$ cat config.mk
export PLATFORM = sky130hd
export DESIGN_NAME = countdown_timer
export DESIGN_NICKNAME = d
export VERILOG_FILES = /design/src/rtl/countdown_timer.sv
export SDC_FILE = /design/constraint.sdc
export NUM_CORES = 1
export LEC_CHECK = 0
export ABC_AREA = 1
export CELL_PAD_IN_SITES_DETAIL_PLACEMENT = 0
export CELL_PAD_IN_SITES_GLOBAL_PLACEMENT = 1
export CORE_MARGIN = 3
export CORE_UTILIZATION = 45
export CTS_CLUSTER_DIAMETER = 40
export CTS_CLUSTER_SIZE = 24
export DETAILED_ROUTE_END_ITERATION = 8
export PLACE_DENSITY = 0.86
export SLEW_MARGIN = 15
export SYNTH_ARGS = -nofsm -noshare
export SYNTH_HDL_FRONTEND = slang
export SYNTH_SLANG_ARGS = --single-unit
$ cat constraint.sdc
create_clock -name CLK -period 7.1 [get_ports CLK]
set_input_delay 1.42 -clock CLK [delete_from_list [all_inputs] [get_ports CLK]]
set_output_delay 1.42 -clock CLK [all_outputs]
set_load 0.1 [all_outputs]
$ cat src/rtl/countdown_timer.sv
// HH:MM:SS down-counting timer with preset, pause/resume/abort and a held alarm flag.
// Drives six active-low seven-segment digits decoded straight from the live count.
module countdown_timer #(
    parameter int TICK_DIV = 50_000_000
) (
    input  logic       CLK,
    input  logic       clr_n,
    input  logic       adj_sec,
    input  logic       adj_min,
    input  logic       adj_hou,
    input  logic       start,
    input  logic       pause,
    input  logic       ack,
    output logic [6:0] HEX0,
    output logic [6:0] HEX1,
    output logic [6:0] HEX2,
    output logic [6:0] HEX3,
    output logic [6:0] HEX4,
    output logic [6:0] HEX5,
    output logic       running,
    output logic       expired
);

    localparam int PW = $clog2(TICK_DIV);
    localparam logic [PW-1:0] TICK_LAST = PW'(TICK_DIV - 1);

    typedef enum logic [1:0] {
        S_IDLE,
        S_RUN,
        S_PAUSE,
        S_EXPIRED
    } state_t;

    state_t          r_state;
    logic [PW-1:0]   r_presc;
    logic [7:0]      r_pre_sec, r_pre_min, r_pre_hou;
    logic [7:0]      r_cnt_sec, r_cnt_min, r_cnt_hou;
    logic            r_running, r_expired;
    logic [5:0]      r_prev;

    // Bit order: {ack, pause, start, adj_hou, adj_min, adj_sec}
    logic [5:0]      w_in, w_edge;
    logic            w_e_sec, w_e_min, w_e_hou, w_e_start, w_e_pause, w_e_ack;
    logic [7:0]      w_pre_sec, w_pre_min, w_pre_hou;
    logic            w_pre_zero;
    logic [7:0]      w_dec_sec, w_dec_min, w_dec_hou;
    logic            w_dec_zero, w_tick;

    assign w_in      = {ack, pause, start, adj_hou, adj_min, adj_sec};
    assign w_edge    = w_in & ~r_prev;
    assign w_e_sec   = w_edge[0];
    assign w_e_min   = w_edge[1];
    assign w_e_hou   = w_edge[2];
    assign w_e_start = w_edge[3];
    assign w_e_pause = w_edge[4];
    assign w_e_ack   = w_edge[5];

    assign w_pre_sec  = w_e_sec ? ((r_pre_sec == 8'd59) ? 8'd0 : r_pre_sec + 8'd1) : r_pre_sec;
    assign w_pre_min  = w_e_min ? ((r_pre_min == 8'd59) ? 8'd0 : r_pre_min + 8'd1) : r_pre_min;
    assign w_pre_hou  = w_e_hou ? ((r_pre_hou == 8'd23) ? 8'd0 : r_pre_hou + 8'd1) : r_pre_hou;
    assign w_pre_zero = ((r_pre_sec | r_pre_min | r_pre_hou) == 8'd0);

    // Borrow chain for one-second decrement; only used while the count is non-zero.
    always_comb begin
        w_dec_sec = r_cnt_sec - 8'd1;
        w_dec_min = r_cnt_min;
        w_dec_hou = r_cnt_hou;
        if (r_cnt_sec == 8'd0) begin
            w_dec_sec = 8'd59;
            if (r_cnt_min != 8'd0) begin
                w_dec_min = r_cnt_min - 8'd1;
            end else begin
                w_dec_min = 8'd59;
                w_dec_hou = r_cnt_hou - 8'd1;
            end
        end
    end

    assign w_dec_zero = ((w_dec_sec | w_dec_min | w_dec_hou) == 8'd0);
    assign w_tick     = (r_presc == TICK_LAST);

    always_ff @(posedge CLK or negedge clr_n) begin
        if (!clr_n) begin
            r_state   <= S_IDLE;
            r_presc   <= '0;
            r_pre_sec <= 8'd0;
            r_pre_min <= 8'd0;
            r_pre_hou <= 8'd0;
            r_cnt_sec <= 8'd0;
            r_cnt_min <= 8'd0;
            r_cnt_hou <= 8'd0;
            r_running <= 1'b0;
            r_expired <= 1'b0;
            r_prev    <= '1;
        end else begin
            r_prev <= w_in;
            case (r_state)
                S_IDLE: begin
                    if (w_e_start && !w_pre_zero) begin
                        r_state   <= S_RUN;
                        r_running <= 1'b1;
                        r_presc   <= '0;
                    end else begin
                        r_pre_sec <= w_pre_sec;
                        r_pre_min <= w_pre_min;
                        r_pre_hou <= w_pre_hou;
                        r_cnt_sec <= w_pre_sec;
                        r_cnt_min <= w_pre_min;
                        r_cnt_hou <= w_pre_hou;
                    end
                end
                S_RUN: begin
                    r_presc <= w_tick ? '0 : r_presc + PW'(1);
                    if (w_tick) begin
                        r_cnt_sec <= w_dec_sec;
                        r_cnt_min <= w_dec_min;
                        r_cnt_hou <= w_dec_hou;
                    end
                    if (w_tick && w_dec_zero) begin
                        r_state   <= S_EXPIRED;
                        r_running <= 1'b0;
                        r_expired <= 1'b1;
                    end else if (w_e_pause) begin
                        r_state   <= S_PAUSE;
                        r_running <= 1'b0;
                    end
                end
                S_PAUSE: begin
                    if (w_e_ack) begin
                        r_state   <= S_IDLE;
                        r_cnt_sec <= r_pre_sec;
                        r_cnt_min <= r_pre_min;
                        r_cnt_hou <= r_pre_hou;
                    end else if (w_e_start) begin
                        r_state   <= S_RUN;
                        r_running <= 1'b1;
                    end
                end
                S_EXPIRED: begin
                    if (w_e_ack) begin
                        r_state   <= S_IDLE;
                        r_expired <= 1'b0;
                        r_cnt_sec <= r_pre_sec;
                        r_cnt_min <= r_pre_min;
                        r_cnt_hou <= r_pre_hou;
                    end
                end
                default: r_state <= S_IDLE;
            endcase
        end
    end

    assign running = r_running;
    assign expired = r_expired;

    function automatic logic [6:0] seg7(input logic [7:0] d);
        case (d)
            8'd0:    seg7 = 7'h40;
            8'd1:    seg7 = 7'h79;
            8'd2:    seg7 = 7'h24;
            8'd3:    seg7 = 7'h30;
            8'd4:    seg7 = 7'h19;
            8'd5:    seg7 = 7'h12;
            8'd6:    seg7 = 7'h02;
            8'd7:    seg7 = 7'h78;
            8'd8:    seg7 = 7'h00;
            8'd9:    seg7 = 7'h10;
            default: seg7 = 7'h7F;
        endcase
    endfunction

    logic [7:0] w_unit [3];
    logic [6:0] w_hex  [6];

    assign w_unit[0] = r_cnt_sec;
    assign w_unit[1] = r_cnt_min;
    assign w_unit[2] = r_cnt_hou;

    genvar gi;
    generate
        for (gi = 0; gi < 3; gi++) begin : g_digit
            logic [7:0] w_tens, w_ones;
            assign w_tens         = w_unit[gi] / 8'd10;
            assign w_ones         = w_unit[gi] - w_tens * 8'd10;
            assign w_hex[2*gi]    = seg7(w_ones);
            assign w_hex[2*gi+1]  = seg7(w_tens);
        end
    endgenerate

    assign HEX0 = w_hex[0];
    assign HEX1 = w_hex[1];
    assign HEX2 = w_hex[2];
    assign HEX3 = w_hex[3];
    assign HEX4 = w_hex[4];
    assign HEX5 = w_hex[5];

endmodule

==> impl_metrics.py, run 1 <==
metrics = {
    "run_status": {
        "status": "finished, final reports clean",
    },
    "yosys": {
        "synth_area_um2": 8760,
        "synth_cells": 1295,
        "seq_area_frac_synth": 0.241,
        "async_flop_share": 1.00,
        "ys_ff_latch": 84,
        "ys_top_cells_by_count": "nand2_1 (297), inv_1 (179), o21ai_0 (108)",
        "synth_nets": 1388,
        "ys_top_cells_by_area": "dfrtp_1 (22%), nand2_1 (13%), ha_1 (11%)",
        "synth.most_common_cell": "nand2_1",
        "netlist.top_cell.by_area": "dfrtp_1",
        "synth_edf_count": 0,
        "yosysTopAreaCellShare": 0.223,
        "yosys_warnings": 0,
        "synthFlopType": "dfrtp_1",
        "synth_cell_types": 61,
        "synth_area_per_cell_um2": 6.77,
    },
    "worst_setup_path": {
        "critPathKind": "reg2out",
        "rrSetupSlack_ns": 3.69,
        "crit_required_ns": 5.68,
        "crit_path_end_kind": "output pin",
        "crit_path_start_kind": "register",
        "r2r_start": "r_state[1]",
        "slowest_stage": "dfrtp_2",
        "arrival_ns": 5.32,
        "r2r_end": "r_presc[16]",
        "critPathMaxFanout": 11,
        "crit_top_cell": "nand2_1",
        "r2r_cells": 9,
        "slowest_delay_ns": 0.48,
    },
    "global_routing": {
        "grt_pass1_wl_um": 38700,
        "grt_max_degree": 47,
        "antenna_found_initial": 0,
        "gr-total-overflow": 0,
        "grt.total_usage": 0.214,
        "grt_pass1_vias": 8047,
    },
    "detailed_routing": {
        "routed_via_density": 5.25,
        "vias": 8432,
        "drt-total-wl_um": 22400,
        "drt_iter0_markers": 448,
        "drt_first_pass_iters": 9,
        "drc": 0,
        "post_drt_wl_per_cell_um": 14.0,
        "ant_nets": 0,
    },
    "layout": {
        "drive_gt1_frac": 0.120,
        "diodes": 0,
        "layout.nets": 1433,
        "design_area_um2": 9870,
        "area_delta_synth_final_pct": 12.7,
    },
    "timing": {
        "finalSetupViolations": 0,
        "max_freq_ghz": 0.148,
        "period_minus_slack_ns": 6.74,
        "worst_pin_slew_ns": 0.972,
        "slew_viol_final": 0,
        "post-route-period-util": 0.949,
        "clock_skew_ns": 0.00757,
        "hold_violations": 0,
        "relSlewSlack": 0.350,
    },
    "hold_path": {
        "worstHoldPathCells": 2,
        "hold_end": "expired",
        "hold_path_startpoint": "expired",
        "hp-class": "reg2reg",
    },
    "cts": {
        "cts_buffers": 9,
        "cts.sinks": 84,
        "clk_pin_slew_ns": 0.07,
        "cts_tree": "done",
        "clk_latency_ns": 0.35,
        "cts_root_buf": "clkbuf_16",
        "htreeDepth": 3,
        "cts.path.max_buffers": 2,
    },
    "floorplan": {
        "initial_core_util": 0.464,
        "die_h_um": 146,
        "std_cell_rows": 50,
        "fp.coreArea_um2": 18900,
        "io_pins": 52,
        "die_x_um": 146,
        "die_area_um2": 21200,
    },
    "placed_design": {
        "port_buffers": 51,
        "placed_cell_area_um2": 9440,
        "gp_congestion": 0.905,
        "dpl.hpwl_um": 17100,
    },
    "job": {
        "maxCapViolations": 0,
    },
}
==> through the flow <==
| step | std cells | utilization | TNS [ns] | hold slack, ns | worst slack (ns) |
|---|---|---|---|---|---|
| 2_1_floorplan | 1295 | - | 0 | 0.468 | 0.175 |
| 3_3_place_gp | 1584 | 0.500 | 0 | 0.466 | 0.474 |
| 3_5_place_dp | 1584 | 0.500 | 0 | 0.472 | 0.377 |
| 4_1_cts | 1600 | 0.516 | 0 | 0.490 | 0.0463 |
| 5_1_grt | 1605 | 0.523 | -0.0154 | 0.538 | -0.0132 |
| 6_report | 1605 | 0.523 | 0 | 0.480 | 0.362 |
==> layout by cell type (no fill, tap or decap), types with 29 or more instances in the layout <==
| master | n |
|---|---|
| nor3_1 | 33 |
| nand3_1 | 96 |
| nand2_1 | 294 |
| clkdlybuf4s50_1 | 29 |
| nor2_1 | 95 |
| o21ai_0 | 107 |
| inv_1 | 178 |
| xor2_1 | 43 |
| dfrtp_1 | 71 |
| ha_1 | 79 |
| a21oi_1 | 53 |
==> worst max path at each step <==
stage	end	cells after the start	start	slack (ns)
2_1_floorplan	HEX4[5]	27	r_cnt_hou[5]	0.17
3_3_place_gp	HEX4[5]	30	r_cnt_hou[5]	0.47
3_5_place_dp	HEX4[5]	31	r_cnt_hou[5]	0.38
4_1_cts	HEX4[5]	30	r_cnt_hou[5]	0.05
5_1_grt	HEX4[5]	31	r_cnt_hou[5]	-0.01
6_report	HEX4[5]	31	r_cnt_hou[5]	0.36
==> per-layer routing <==
layer	GRT usage	vias up	share of wire
met5	0	-	0
met4	0.0674	0	0.021
met3	0.0274	38	0.044
met2	0.337	203	0.44
met1	0.307	3841	0.49
li1	-	4350	-
==> cell families (layout without fill, tap and decap cells) <==
kind of cell,count (synthesis),count (layout),synth area share
buf+inv,228,278,0.102
flops,84,84,0.241
fa+ha+maj,85,85,0.127
simple gates,625,625,0.331
compound gates,226,226,0.152
xor+xnor,47,47,0.0486
==> area by class of cell <==
type / count / area (µm²)
Multi-Input combinational cell: 983 / 5800
Clock inverter: 6 / 68.8
Sequential cell: 84 / 2120
Inverter: 202 / 764
Timing Repair Buffer: 60 / 558
Fill cell: 1919 / 9020
Tap cell: 260 / 325
Clock buffer: 10 / 239
==> worst max-delay path: cells and delay by family, from the launching register on <==
family                     cells  cell delay (ns)
and+or+nand+nor               17             1.77
AOI/OAI and AO/OA              5             0.84
buffers and inverters          4             0.44
adders and majority gates      5             1.41
DFF                            1             0.48
==> sequential cells by signal, indices dropped and copies added, names as in the netlist <==
name,count
r_cnt_sec,8
expired,1
r_cnt_min,8
r_state,2
r_presc,26
r_prev,6
running,1
r_pre_min,8
r_pre_sec,8
r_cnt_hou,8
r_pre_hou,8
==> repair_timing <==
| item | 4_1_cts | 5_1_grt |
|---|---|---|
| hold buffers | 0 | 0 |
| hold endpoints to repair | 0 | 0 |
| setup endpoints to repair | 1 | 21 |
| gates resized for setup | 1 | 31 |
| pin swaps | 0 | 7 |
| buffers inserted | 0 | 5 |
Power of run 1 is not shown: default switching activity piles up to over one toggle a cycle in this logic, so the estimate is an artifact.
==> inputs of run 2 (changes only) <==
--- a/config.mk
+++ b/config.mk
@@ -13,6 +13,7 @@
 export CTS_CLUSTER_DIAMETER = 40
 export CTS_CLUSTER_SIZE = 24
 export DETAILED_ROUTE_END_ITERATION = 8
+export HOLD_SLACK_MARGIN = 0.05
 export PLACE_DENSITY = 0.86
 export SLEW_MARGIN = 15
 export SYNTH_ARGS = -nofsm -noshare
==> constraint.sdc (replaced) <==
create_clock -name CLK -period 7.3 [get_ports CLK]
set_input_delay 1.46 -clock CLK [delete_from_list [all_inputs] [get_ports CLK]]
set_output_delay 1.46 -clock CLK [all_outputs]
set_load 0.1 [all_outputs]
==> run 2 against run 1 <==
Flip-flop and latch count stayed put. First-iteration DRC count grew 20%. Non-clock buffer count is 2 lower. Setup slack better by 0.051 ns. Sequential share of layout area is 0.097 points higher. Register-to-register slack better by 0.24 ns. Largest cell class unchanged. Highest routed layer unchanged.
==> impl_metrics.py, run 2 (same netlist as run 1, synthesis figures left out) <==
metrics = {
    "layout": {
        "largest_reg_flops": 26,
        "regMostFlops": "r_presc",
        "diodes": 0,
        "fin_cells": 1603,
        "layout.nets": 1431,
        "area_delta_synth_final_pct": 12.1,
        "drive_gt1_frac": 0.114,
        "fill_cells": 1940,
        "seqCellArea_um2": 2120,
        "multiInputGateArea_um2": 5790,
        "final_common_cell": "nand2_1",
        "most-common-layout-cells": "nand2_1 (296), inv_1 (178), o21ai_0 (107), nand3_1 (97), nor2_1 (95)",
    },
    "placed_design": {
        "dpl.hpwl_um": 17100,
        "port_buffers": 51,
        "pre_cts_slack_ns": 0.526,
        "gp_congestion": 0.905,
        "placed_cells": 1584,
    },
    "timing": {
        "max_freq_ghz": 0.145,
        "period_minus_slack_ns": 6.89,
        "clock_skew_ns": 0.00933,
        "worst_pin_slew_ns": 0.971,
        "post-route-period-util": 0.943,
        "relSlewSlack": 0.350,
        "setup_ws_ns": 0.413,
        "hold_violations": 0,
        "slew_viol_final": 0,
        "finalSetupViolations": 0,
    },
    "floorplan": {
        "die_x_um": 146,
        "fp.coreArea_um2": 18900,
        "initial_core_util": 0.464,
        "io_pins": 52,
        "die_h_um": 146,
        "std_cell_rows": 50,
        "die_area_um2": 21200,
    },
    "worst_setup_path": {
        "r2r_cells": 9,
        "crit_required_ns": 5.84,
        "critPathMaxFanout": 11,
        "r2r_end": "r_presc[16]",
        "critPathKind": "reg2out",
        "arrival_ns": 5.43,
        "crit_top_cell": "nand2_1",
        "r2r_start": "r_state[1]",
        "crit_path_start_kind": "register",
        "slowest_stage": "dfrtp_2",
        "crit_path_end_kind": "output pin",
        "rrSetupSlack_ns": 3.93,
        "slowest_delay_ns": 0.48,
    },
    "global_routing": {
        "grt_pass1_vias": 7962,
        "antenna_found_initial": 0,
        "gr-total-overflow": 0,
        "grt_pass1_wl_um": 38600,
        "grt_max_degree": 47,
        "grt.total_usage": 0.213,
    },
    "hold_path": {
        "hold_end": "expired",
        "hp-class": "reg2reg",
        "worstHoldPathCells": 2,
        "hold_path_startpoint": "expired",
    },
    "detailed_routing": {
        "drc": 0,
        "vias": 8403,
        "drt_iter0_markers": 536,
        "routed_via_density": 5.24,
        "drt-total-wl_um": 22400,
        "drt_first_pass_iters": 5,
        "post_drt_wl_per_cell_um": 14.0,
        "ant_nets": 0,
    },
    "cts": {
        "cts_tree": "done",
        "cts_hold_buf": 0,
        "clk_latency_ns": 0.34,
        "clk_pin_slew_ns": 0.07,
        "htreeDepth": 3,
        "cts_buffers": 9,
        "cts.sinks": 84,
        "cts.path.max_buffers": 2,
        "cts_root_buf": "clkbuf_16",
    },
    "job": {
        "maxCapViolations": 0,
    },
    "run_status": {
        "status": "finished, final reports clean",
    },
}
## run 2: timing repair
item | 4_1_cts | 5_1_grt
setup buffers | 0 | 3
resized for setup | 0 | 17
endpoints found under the setup margin | 0 | 20
## run 2: how the worst max path moves through the flow
stage          depth (start not counted)  slack, ns      end    startpoint
2_1_floorplan                         27       0.33  HEX4[5]  r_cnt_hou[5]
3_3_place_gp                          30       0.63  HEX4[5]  r_cnt_hou[5]
4_1_cts                               31       0.13  HEX4[5]  r_cnt_hou[5]
3_5_place_dp                          31       0.53  HEX4[5]  r_cnt_hou[5]
6_report                              31       0.41  HEX4[5]  r_cnt_hou[5]
5_1_grt                               31      -0.03  HEX4[5]  r_cnt_hou[5]
## run 2: cell type report
type	instances	area share
Multi-Input combinational cell	983	0.589
Sequential cell	84	0.215
Inverter	202	0.0776
Timing Repair Buffer	58	0.0521
Tap cell	260	0.0331
Clock buffer	11	0.0237
Clock inverter	5	0.00866
## run 2: stage by stage
step | TNS (ns) | utilization | cell area, µm² | hold WS [ns]
after floorplan | 0 | - | 8760 | 0.468
after global placement | 0 | 0.500 | 9440 | 0.466
after detailed placement | 0 | 0.500 | 9440 | 0.472
after CTS | 0 | 0.517 | 9760 | 0.492
after global routing | -0.0310 | 0.520 | 9820 | 0.551
final | 0 | 0.520 | 9820 | 0.481
## run 2: critical path, delay by kind of cell, from the launching register on
kind | cells | cell delay, ns
AO/OA/AOI/OAI | 5 | 0.87
AND/OR/NAND/NOR | 17 | 1.76
adder cells (fa/ha/maj) | 5 | 1.46
buffers and inverters | 4 | 0.49
flip-flops | 1 | 0.48
## run 2: routing by layer
layer	share of wire	up-vias	GRT usage
met2	0.45	162	0.348
met1	0.50	3879	0.304
met5	0	-	0
met4	0.014	0	0.0503
li1	-	4338	-
met3	0.038	24	0.0227
Power of run 2 is left out for the same reason.
==> inputs of run 3 (changes only) <==
--- a/config.mk
+++ b/config.mk
@@ -9,12 +9,13 @@
 export CELL_PAD_IN_SITES_DETAIL_PLACEMENT = 0
 export CELL_PAD_IN_SITES_GLOBAL_PLACEMENT = 1
 export CORE_MARGIN = 3
-export CORE_UTILIZATION = 45
+export CORE_UTILIZATION = 30
 export CTS_CLUSTER_DIAMETER = 40
 export CTS_CLUSTER_SIZE = 24
 export DETAILED_ROUTE_END_ITERATION = 8
 export HOLD_SLACK_MARGIN = 0.05
-export PLACE_DENSITY = 0.86
+export PLACE_DENSITY = 0.62
+export REMOVE_ABC_BUFFERS = 1
 export SLEW_MARGIN = 15
 export SYNTH_ARGS = -nofsm -noshare
 export SYNTH_HDL_FRONTEND = slang
==> run 3 against run 2 <==
Clock skew shrank 0.00081 ns. Utilization shrank 17 points. Sequential share of layout area shrank 0.25 points. Die area grew 48%. Register-to-register slack lost 0.81 ns. Non-clock buffer count grew 1. Cell count grew 7.4%. Count of clock-buffer cells in the layout shrank 1. First-iteration DRC count grew 0.19%. Design area grew 1.2%. Via count shrank 0.64%. Highest routed layer unchanged.
==> impl_metrics.py, run 3 (same netlist as run 1, synthesis figures left out) <==
metrics = {
    "global_routing": {
        "gr-total-overflow": 0,
        "grt_pass1_wl_um": 41100,
        "grt_max_degree": 60,
        "antenna_found_initial": 0,
        "grt_pass1_vias": 8170,
        "grt.total_usage": 0.160,
    },
    "worst_setup_path": {
        "critical_path.startpoint": "r_cnt_hou[5]",
        "crit_required_ns": 5.84,
        "crit_top_cell": "nand2_1",
        "critPathKind": "reg2out",
        "critPathMaxFanout": 11,
        "slowest_delay_ns": 0.47,
        "r2r_start": "r_state[1]",
        "slowest_stage": "dfrtp_2",
        "path_buf_inv": 4,
        "cp_top_family": "simple AND/OR/NAND/NOR gates",
        "arrival_ns": 5.40,
        "crit_path_start_kind": "register",
        "crit_path_end_kind": "output pin",
    },
    "timing": {
        "worst_pin_slew_ns": 0.999,
        "hold_violations": 0,
        "relSlewSlack": 0.332,
        "fin_setup_tns_ns": 0,
        "finalSetupViolations": 0,
        "post-route-period-util": 0.940,
        "slew_viol_final": 0,
        "clock_skew_ns": 0.00853,
        "max_freq_ghz": 0.146,
        "period_minus_slack_ns": 6.86,
    },
    "hold_path": {
        "hold_path_startpoint": "expired",
        "hp-class": "reg2reg",
    },
    "layout": {
        "fill_cells": 3054,
        "regMostFlops": "r_presc",
        "most-common-layout-cells": "nand2_1 (296), inv_1 (179), o21ai_0 (108), nand3_1 (97), nor2_1 (95)",
        "area_delta_synth_final_pct": 13.4,
        "layout.nets": 1432,
        "largest_reg_flops": 26,
        "seqCellArea_um2": 2120,
        "final_common_cell": "nand2_1",
        "multiInputGateArea_um2": 5790,
        "design_area_um2": 9940,
        "diodes": 0,
        "drive_gt1_frac": 0.114,
    },
    "cts": {
        "cts_tree": "done",
        "htreeDepth": 3,
        "cts_root_buf": "clkbuf_16",
        "cts_buffers": 9,
        "clk_pin_slew_ns": 0.07,
        "cts.path.max_buffers": 2,
        "clk_latency_ns": 0.36,
        "cts.sinks": 84,
    },
    "floorplan": {
        "fp.coreArea_um2": 28300,
        "die_x_um": 177,
        "initial_core_util": 0.309,
        "die_area_um2": 31300,
        "std_cell_rows": 61,
        "io_pins": 52,
        "die_h_um": 177,
    },
    "job": {
        "maxCapViolations": 0,
    },
    "detailed_routing": {
        "drt_first_pass_iters": 5,
        "routed_via_density": 4.85,
        "vias": 8349,
        "drt_iter0_markers": 537,
        "post_drt_wl_per_cell_um": 14.3,
        "ant_nets": 0,
        "drc": 0,
        "drt-total-wl_um": 24700,
    },
    "placed_design": {
        "gp_congestion": 0.877,
        "placed_cell_area_um2": 9590,
        "dpl.hpwl_um": 18900,
        "port_buffers": 51,
    },
    "run_status": {
        "status": "finished, final reports clean",
    },
}
[run 3: changes by cell type in the layout (fill, tap and decap cells not counted), sizes merged]
cell	previous run	this run
bufinv	2	0
clkinv	5	7
buf	29	30
clkbuf	11	10
inv	199	200
[run 3: path summary, 6_finish.rpt]
path	depth (start not counted)	endpoint	slack (ns)
worst min register to register	2	expired	0.49
worst max-delay path	31	HEX4[5]	0.44
worst max register to register	7	r_cnt_hou[7]	3.12
worst min-delay path	2	expired	0.49
min in group asynchronous	1	r_presc[14]	1.01
max in group asynchronous	2	r_cnt_min[5]	5.11
[run 3: through the flow]
step                      hold slack [ns]  setup slack [ns]  std cells  utilization
after global routing                0.517           -0.0237       1722        0.351
after global placement              0.478             0.589       1702        0.339
after detailed placement            0.488             0.575       1702        0.339
after CTS                           0.503             0.164       1718        0.349
after floorplan                     0.468             0.435       1269            -
final                               0.489             0.437       1722        0.351
[run 3: routing by layer]
layer / vias up / part of all wire / GRT usage
li1: 4342 / - / -
met1: 3885 / 0.49 / 0.216
met2: 101 / 0.47 / 0.277
met3: 21 / 0.021 / 0.0144
met4: 0 / 0.014 / 0.0412
met5: - / 0 / 0
[run 3: worst reg2reg max path: stages (launching register included)]
cell      delay, ns
dfrtp_1        0.80
nor2_2         0.37
inv_1          0.74
nor2_2         0.27
nor3_4         0.87
inv_2          0.49
a211oi_2       0.43
a21oi_1        0.08
[run 3: what timing repair did]
item	4_1_cts	5_1_grt
hold buffers	0	0
resized for setup	0	15
endpoints found under the setup margin	0	20
setup buffers	0	4
endpoints found under the hold margin	0	0
[run 3: layout make-up]
cell class                 instances  area share
clock buffer                      10      0.0230
tap                              378      0.0476
sequential                        84       0.213
timing repair buffer              59      0.0522
inverter                         202      0.0767
multi-input combinational        983       0.583
clock inverter                     6     0.00478
Power of run 3 is left out for the same reason.
